--- src/rtl/rotator_arbiter.sv ---
// Round-robin (or fixed-priority) arbiter sharing one external 4-bit left rotator
// between two command ports, returning each result on a tagged response handshake.
module rotator_arbiter #(
   parameter bit FAIR = 1'b1
) (
   input  logic       clk,
   input  logic       reset,
   input  logic       req0_valid,
   output logic       req0_ready,
   input  logic [3:0] req0_data,
   input  logic [1:0] req0_amt,
   input  logic       req0_dir,
   input  logic       req1_valid,
   output logic       req1_ready,
   input  logic [3:0] req1_data,
   input  logic [1:0] req1_amt,
   input  logic       req1_dir,
   output logic [3:0] rot_data,
   output logic [1:0] rot_select,
   input  logic [3:0] rot_out,
   output logic       rsp_valid,
   input  logic       rsp_ready,
   output logic [3:0] rsp_data,
   output logic       rsp_id
);

   typedef enum logic [1:0] {
      IDLE = 2'd0,
      EXEC = 2'd1,
      RESP = 2'd2
   } state_t;

   state_t     state;
   logic       last_grant;
   logic       grant1;
   logic       accept;
   logic [3:0] win_data;
   logic [1:0] win_amt;
   logic       win_dir;
   logic [1:0] win_select;

   // NOTE: every signal assigned here gets a default first, so no path leaves
   // it unassigned and no latch is inferred.
   always_comb begin
      grant1 = 1'b0;
      if (req1_valid && !req0_valid)
         grant1 = 1'b1;
      else if (req1_valid && req0_valid && FAIR && !last_grant)
         grant1 = 1'b1;

      // Ready is offered only in IDLE and is forced low while reset is held.
      req0_ready = (state == IDLE) && !reset && req0_valid && !grant1;
      req1_ready = (state == IDLE) && !reset && grant1;
      accept     = req0_ready || req1_ready;

      win_data = grant1 ? req1_data : req0_data;
      win_amt  = grant1 ? req1_amt  : req0_amt;
      win_dir  = grant1 ? req1_dir  : req0_dir;

      // A right rotate by n equals a left rotate by (4 - n) mod 4.
      win_select = win_dir ? (2'd0 - win_amt) : win_amt;
   end

   // NOTE: sequential state uses non-blocking assignments only, so every
   // register samples pre-edge values regardless of statement order.
   always_ff @(posedge clk or posedge reset) begin
      if (reset) begin
         state      <= IDLE;
         last_grant <= 1'b1;
         rot_data   <= '0;
         rot_select <= '0;
         rsp_valid  <= 1'b0;
         rsp_data   <= '0;
         rsp_id     <= 1'b0;
      end else begin
         case (state)
            IDLE: begin
               if (accept) begin
                  rot_data   <= win_data;
                  rot_select <= win_select;
                  rsp_id     <= grant1;
                  state      <= EXEC;
               end
            end
            EXEC: begin
               rsp_data  <= rot_out;
               rsp_valid <= 1'b1;
               state     <= RESP;
            end
            RESP: begin
               if (rsp_ready) begin
                  rsp_valid  <= 1'b0;
                  last_grant <= rsp_id;
                  state      <= IDLE;
               end
            end
            default: state <= IDLE;
         endcase
      end
   end

endmodule

--- config.mk ---
export PLATFORM = sky130hd
export DESIGN_NAME = rotator_arbiter
export DESIGN_NICKNAME = d
export VERILOG_FILES = /design/src/rtl/rotator_arbiter.sv
export SDC_FILE = /design/constraint.sdc
export NUM_CORES = 1
export LEC_CHECK = 0
export BUFFER_PORTS_ARGS = -buffer_cell sky130_fd_sc_hd__clkbuf_2
export CORE_MARGIN = 1
export CORE_UTILIZATION = 43
export DETAILED_ROUTE_END_ITERATION = 10
export PLACE_DENSITY = 0.83
export SYNTH_ARGS = -nofsm -noshare
export SYNTH_HDL_FRONTEND = slang
export SYNTH_SLANG_ARGS = --single-unit
--- constraint.sdc ---
create_clock -name clk -period 1.6 [get_ports clk]
set_input_delay 0.4 -clock clk [delete_from_list [all_inputs] [get_ports clk]]
set_output_delay 0.4 -clock clk [all_outputs]
set_load 0.02 [all_outputs]
==> report_table.html <==
<table>
<tr><th>Metric</th><th>Value</th></tr>
<tr><th colspan="2">Outcome</th></tr>
<tr><td>Outcome</td><td>finished with violations</td></tr>
<tr><td>Violations in the final reports</td><td>negative setup slack</td></tr>
<tr><th colspan="2">Power and ir drop</th></tr>
<tr><td>Proportion of power drawn by combinational gates</td><td>45.7%</td></tr>
<tr><td>Switch Pwr</td><td>645.5 uW</td></tr>
<tr><td>Clock power share</td><td>13.5%</td></tr>
<tr><td>Standby leakage power</td><td>0.5373 nW</td></tr>
<tr><td>Worst IR drop on VDD</td><td>817.9 uV</td></tr>
<tr><td>Fraction of power spent switching nets</td><td>39.08%</td></tr>
<tr><td>Internal power of the cells</td><td>1.006 mW</td></tr>
<tr><td>Power density normalized to cell area</td><td>1587 mW/mm^2</td></tr>
<tr><td>Part of the total power dissipated in sequential elements</td><td>40.8%</td></tr>
<tr><th colspan="2">Synth</th></tr>
<tr><td>Number of distinct standard cells referenced by the synthesized netlist</td><td>24</td></tr>
<tr><td>Top post-synthesis cells by area</td><td>sky130_fd_sc_hd__dfrtp_1, sky130_fd_sc_hd__mux2_2, sky130_fd_sc_hd__mux2_1</td></tr>
<tr><td>Mean area per synthesized cell</td><td>12.94 um^2</td></tr>
<tr><td>Post-synthesis instance total</td><td>56</td></tr>
<tr><td>Synth area leader</td><td>sky130_fd_sc_hd__dfrtp_1</td></tr>
<tr><td>Predominant post-synthesis flop cell</td><td>sky130_fd_sc_hd__dfrtp_1</td></tr>
<tr><td>Number of warnings printed during yosys synthesis</td><td>0</td></tr>
<tr><td>Number of flip-flops and latches in the synthesized netlist</td><td>15</td></tr>
<tr><td>Leading cell types by count after synthesis</td><td>sky130_fd_sc_hd__dfrtp_1, sky130_fd_sc_hd__mux2_2, sky130_fd_sc_hd__mux2_1, sky130_fd_sc_hd__inv_1</td></tr>
<tr><td>Net count of the mapped netlist</td><td>79</td></tr>
<tr><td>EDFF count, synth</td><td>0</td></tr>
<tr><td>Proportion of synthesized chip area in sequential cells</td><td>51.99%</td></tr>
<tr><td>Leading cell type by number of instances after synthesis</td><td>sky130_fd_sc_hd__dfrtp_1</td></tr>
<tr><td>Netlist Area Pre-Place</td><td>724.4 um^2</td></tr>
<tr><td>Fraction of registers with async set or reset after synthesis</td><td>100.0%</td></tr>
<tr><td>Share of the synthesized area in the top cell type</td><td>48.36%</td></tr>
<tr><th colspan="2">Routing</th></tr>
<tr><td>Average detailed-routed wire length per instance</td><td>13.67 um</td></tr>
<tr><td>Detailed-route wire length</td><td>1.654 mm</td></tr>
<tr><td>Total iterations of the first detailed-routing run</td><td>4</td></tr>
<tr><td>Number of design rule violations left after detail routing</td><td>0</td></tr>
<tr><td>Number of design-rule violations left by the first detailed-router iteration</td><td>1</td></tr>
<tr><td>Vias post-DR</td><td>614</td></tr>
<tr><td>Avg Vias per Cell</td><td>5.074</td></tr>
<tr><td>Post-route ant nets</td><td>0</td></tr>
<tr><th colspan="2">Timing</th></tr>
<tr><td>Endpoints failing hold</td><td>0</td></tr>
<tr><td>RSZ-0062 raised after global routing</td><td>true</td></tr>
<tr><td>Number of setup violations in the final report</td><td>2</td></tr>
<tr><td>Final worst path period share</td><td>105.5%</td></tr>
<tr><td>Minimum period implied by the final worst setup slack</td><td>1688 ps</td></tr>
<tr><td>Setup TNS</td><td>-159.2 ps</td></tr>
<tr><td>Worst path setup slack after routing</td><td>-87.64 ps</td></tr>
<tr><td>Largest clock skew in the final design</td><td>4.431 ps</td></tr>
<tr><td>Hold slack final</td><td>177.3 ps</td></tr>
<tr><td>Measured slew at the worst slew-check pin</td><td>563.2 ps</td></tr>
<tr><td>Final slew viol count</td><td>0</td></tr>
<tr><td>F_max</td><td>592.5 MHz</td></tr>
<tr><td>Headroom to the max-slew limit</td><td>62.41%</td></tr>
<tr><th colspan="2">Die</th></tr>
<tr><td>Area of the placeable core</td><td>0.001541 mm^2</td></tr>
<tr><td>Io pins</td><td>37</td></tr>
<tr><td>Die width</td><td>43.05 um</td></tr>
<tr><td>Initial core utilization</td><td>47.00%</td></tr>
<tr><td>Height of the die</td><td>43.05 um</td></tr>
<tr><td>Std cell rows</td><td>14</td></tr>
<tr><td>Floorplan die area</td><td>0.001853 mm^2</td></tr>
<tr><th colspan="2">Clock network</th></tr>
<tr><td>Number of H-tree levels</td><td>1</td></tr>
<tr><td>CTS sink cnt</td><td>15</td></tr>
<tr><td>Clk Tree Root Cell</td><td>sky130_fd_sc_hd__clkbuf_4</td></tr>
<tr><td>Post-CTS Hold Buffers</td><td>0</td></tr>
<tr><td>Clock Pin Slew Worst Setup and Hold Paths</td><td>90 ps</td></tr>
<tr><td>TritonCTS buffer count</td><td>3</td></tr>
<tr><td>Worst-Skew Late Latency</td><td>290 ps</td></tr>
<tr><td>TritonCTS clock tree</td><td>yes</td></tr>
<tr><td>Largest buffer count on any clock path</td><td>2</td></tr>
<tr><th colspan="2">Worst setup path</th></tr>
<tr><td>Critical path type</td><td>reg2out</td></tr>
<tr><td>Crit-path cells</td><td>nor3_4 &gt; nand2_2 &gt; nor2_2 &gt; buf_4</td></tr>
<tr><td>Cell type of the slowest stage on the worst timing path</td><td>sky130_fd_sc_hd__dfrtp_2</td></tr>
<tr><td>Crit path largest cell delay</td><td>440 ps</td></tr>
<tr><td>Arrival time worst endpoint</td><td>1290 ps</td></tr>
<tr><td>Type of element capturing the critical path</td><td>primary output</td></tr>
<tr><td>Category of the worst setup path launch point</td><td>register</td></tr>
<tr><td>Data required time of the critical path</td><td>1200 ps</td></tr>
<tr><td>Number of buffer and inverter instances along the worst setup path</td><td>1</td></tr>
<tr><td>Critical Path Fanout Max</td><td>3</td></tr>
<tr><td>Cell family with the largest share of critical-path delay</td><td>flip-flops</td></tr>
<tr><th colspan="2">Layout</th></tr>
<tr><td>Ratio of cells with drive above 1 in the final layout</td><td>65.71%</td></tr>
<tr><td>Layout Nets</td><td>129</td></tr>
<tr><td>Number of diodes</td><td>0</td></tr>
<tr><td>Area delta synth-&gt;final</td><td>43.70%</td></tr>
<tr><th colspan="2">Global routing</th></tr>
<tr><td>Vias in the first global route</td><td>608</td></tr>
<tr><td>Overall overflow remaining after global route</td><td>0</td></tr>
<tr><td>Antenna violations before repair</td><td>0</td></tr>
<tr><td>First-pass GRT wire length</td><td>2.628 mm</td></tr>
<tr><td>Overall track demand over capacity in global routing</td><td>20.29%</td></tr>
<tr><td>Pin count of the biggest net entering global routing</td><td>16</td></tr>
<tr><th colspan="2">Placement</th></tr>
<tr><td>Placed wire-length estimate</td><td>1.141 mm</td></tr>
<tr><td>Final Wtd Congestion</td><td>0.6836</td></tr>
<tr><td>Input/output buffers</td><td>36</td></tr>
<tr><th colspan="2">Flow run</th></tr>
<tr><td>Max capacitance violation total</td><td>0</td></tr>
<tr><th colspan="2">Min path</th></tr>
<tr><td>Path class of the lowest-slack min-delay path</td><td>in2async</td></tr>
</table>
-- registers in the layout, summed over array words and instances, names as in the netlist --
signal      flops
rot_data        4
rsp_data        4
rot_select      2
state           2
last_grant      1
rsp_id          1
rsp_valid       1
-- logic make-up after synthesis --
| kind of cell | Yosys count | share of synthesized area [%] |
|---|---|---|
| flip-flops | 15 | 51.99 |
| AND/OR/NAND/NOR | 14 | 12.26 |
| buffers and inverters | 3 | 1.554 |
| multiplexers | 15 | 23.32 |
| AO/OA/AOI/OAI | 9 | 10.88 |
-- per-stage QoR --
| stage | instances | setup WS (ps) | util, % | instance area [um^2] | power (mW) |
|---|---|---|---|---|---|
| finish | 121 | -87.64 | 67.53 | 1041 | 1.652 |
| global route | 121 | -132.0 | 67.53 | 1041 | 1.756 |
| CTS | 117 | -67.20 | 64.94 | 1001 | 1.626 |
| detailed placement | 111 | 27.69 | 61.44 | 947.2 | 1.387 |
| global placement | 111 | 62.69 | 61.44 | 947.2 | 1.357 |
| floorplan | 56 | 180.8 | - | 724.4 | 1.122 |
-- path summary, 6_finish.rpt --
path | end | startpoint | slack, ps | cells past startpoint
max in group asynchronous | state[0]$_DFFE_PP0P_ | reset | 1020 | 2
worst max register to register | rot_data[3]$_DFFE_PP0P_ | last_grant$_DFFE_PP1P_ | 120 | 4
worst max-delay path | req0_ready | state[0]$_DFFE_PP0P_ | -90 | 4
worst min-delay path | rsp_id$_DFFE_PP0P_ | reset | 180 | 2
min in group clk | rsp_data[0]$_DFFE_PP0P_ | rot_out[0] | 340 | 2
worst min register to register | rot_data[2]$_DFFE_PP0P_ | rot_data[2]$_DFFE_PP0P_ | 510 | 1
-- final cells by class --
cell class	count	area (um^2)
Fill cell	127	500.5
Clock buffer	4	26.28
Inverter	3	11.26
Multi-Input combinational cell	38	349.1
Sequential cell	15	377.9
Timing Repair Buffer	45	256.5
Tap cell	16	20.02
-- placed cells by master (no fill, tap or decap), types with 2 or more instances in the layout --
cell type,count
sky130_fd_sc_hd__dfrtp_1,13
sky130_fd_sc_hd__a21oi_1,2
sky130_fd_sc_hd__clkbuf_4,3
sky130_fd_sc_hd__mux2_1,5
sky130_fd_sc_hd__nand3b_1,2
sky130_fd_sc_hd__buf_4,10
sky130_fd_sc_hd__mux2_2,10
sky130_fd_sc_hd__inv_1,3
sky130_fd_sc_hd__clkbuf_2,34
-- repair_timing --
action,4_1_cts,5_1_grt
gates cloned,0,0
endpoints found under the setup margin,2,2
setup buffers,2,4
gates resized for setup,4,6
pin swaps,3,3
-- power by group through the flow --
stage	clock network, mW	logic, mW	registers, mW
after floorplan	0	0.262	0.860
after global placement	0	0.686	0.670
after detailed placement	0	0.707	0.681
after CTS	0.225	0.723	0.678
after global routing	0.249	0.810	0.697
final	0.224	0.755	0.673
-- metal layers --
layer	share of wire (%)	global-route usage [%]	wire length (um)
met1	41	22.56	673
met2	51	34.85	846
met3	5.2	4.255	86
met4	3.0	12.73	49
met5	0	0	0
No activity file was read; power rests on OpenSTA's default activity.
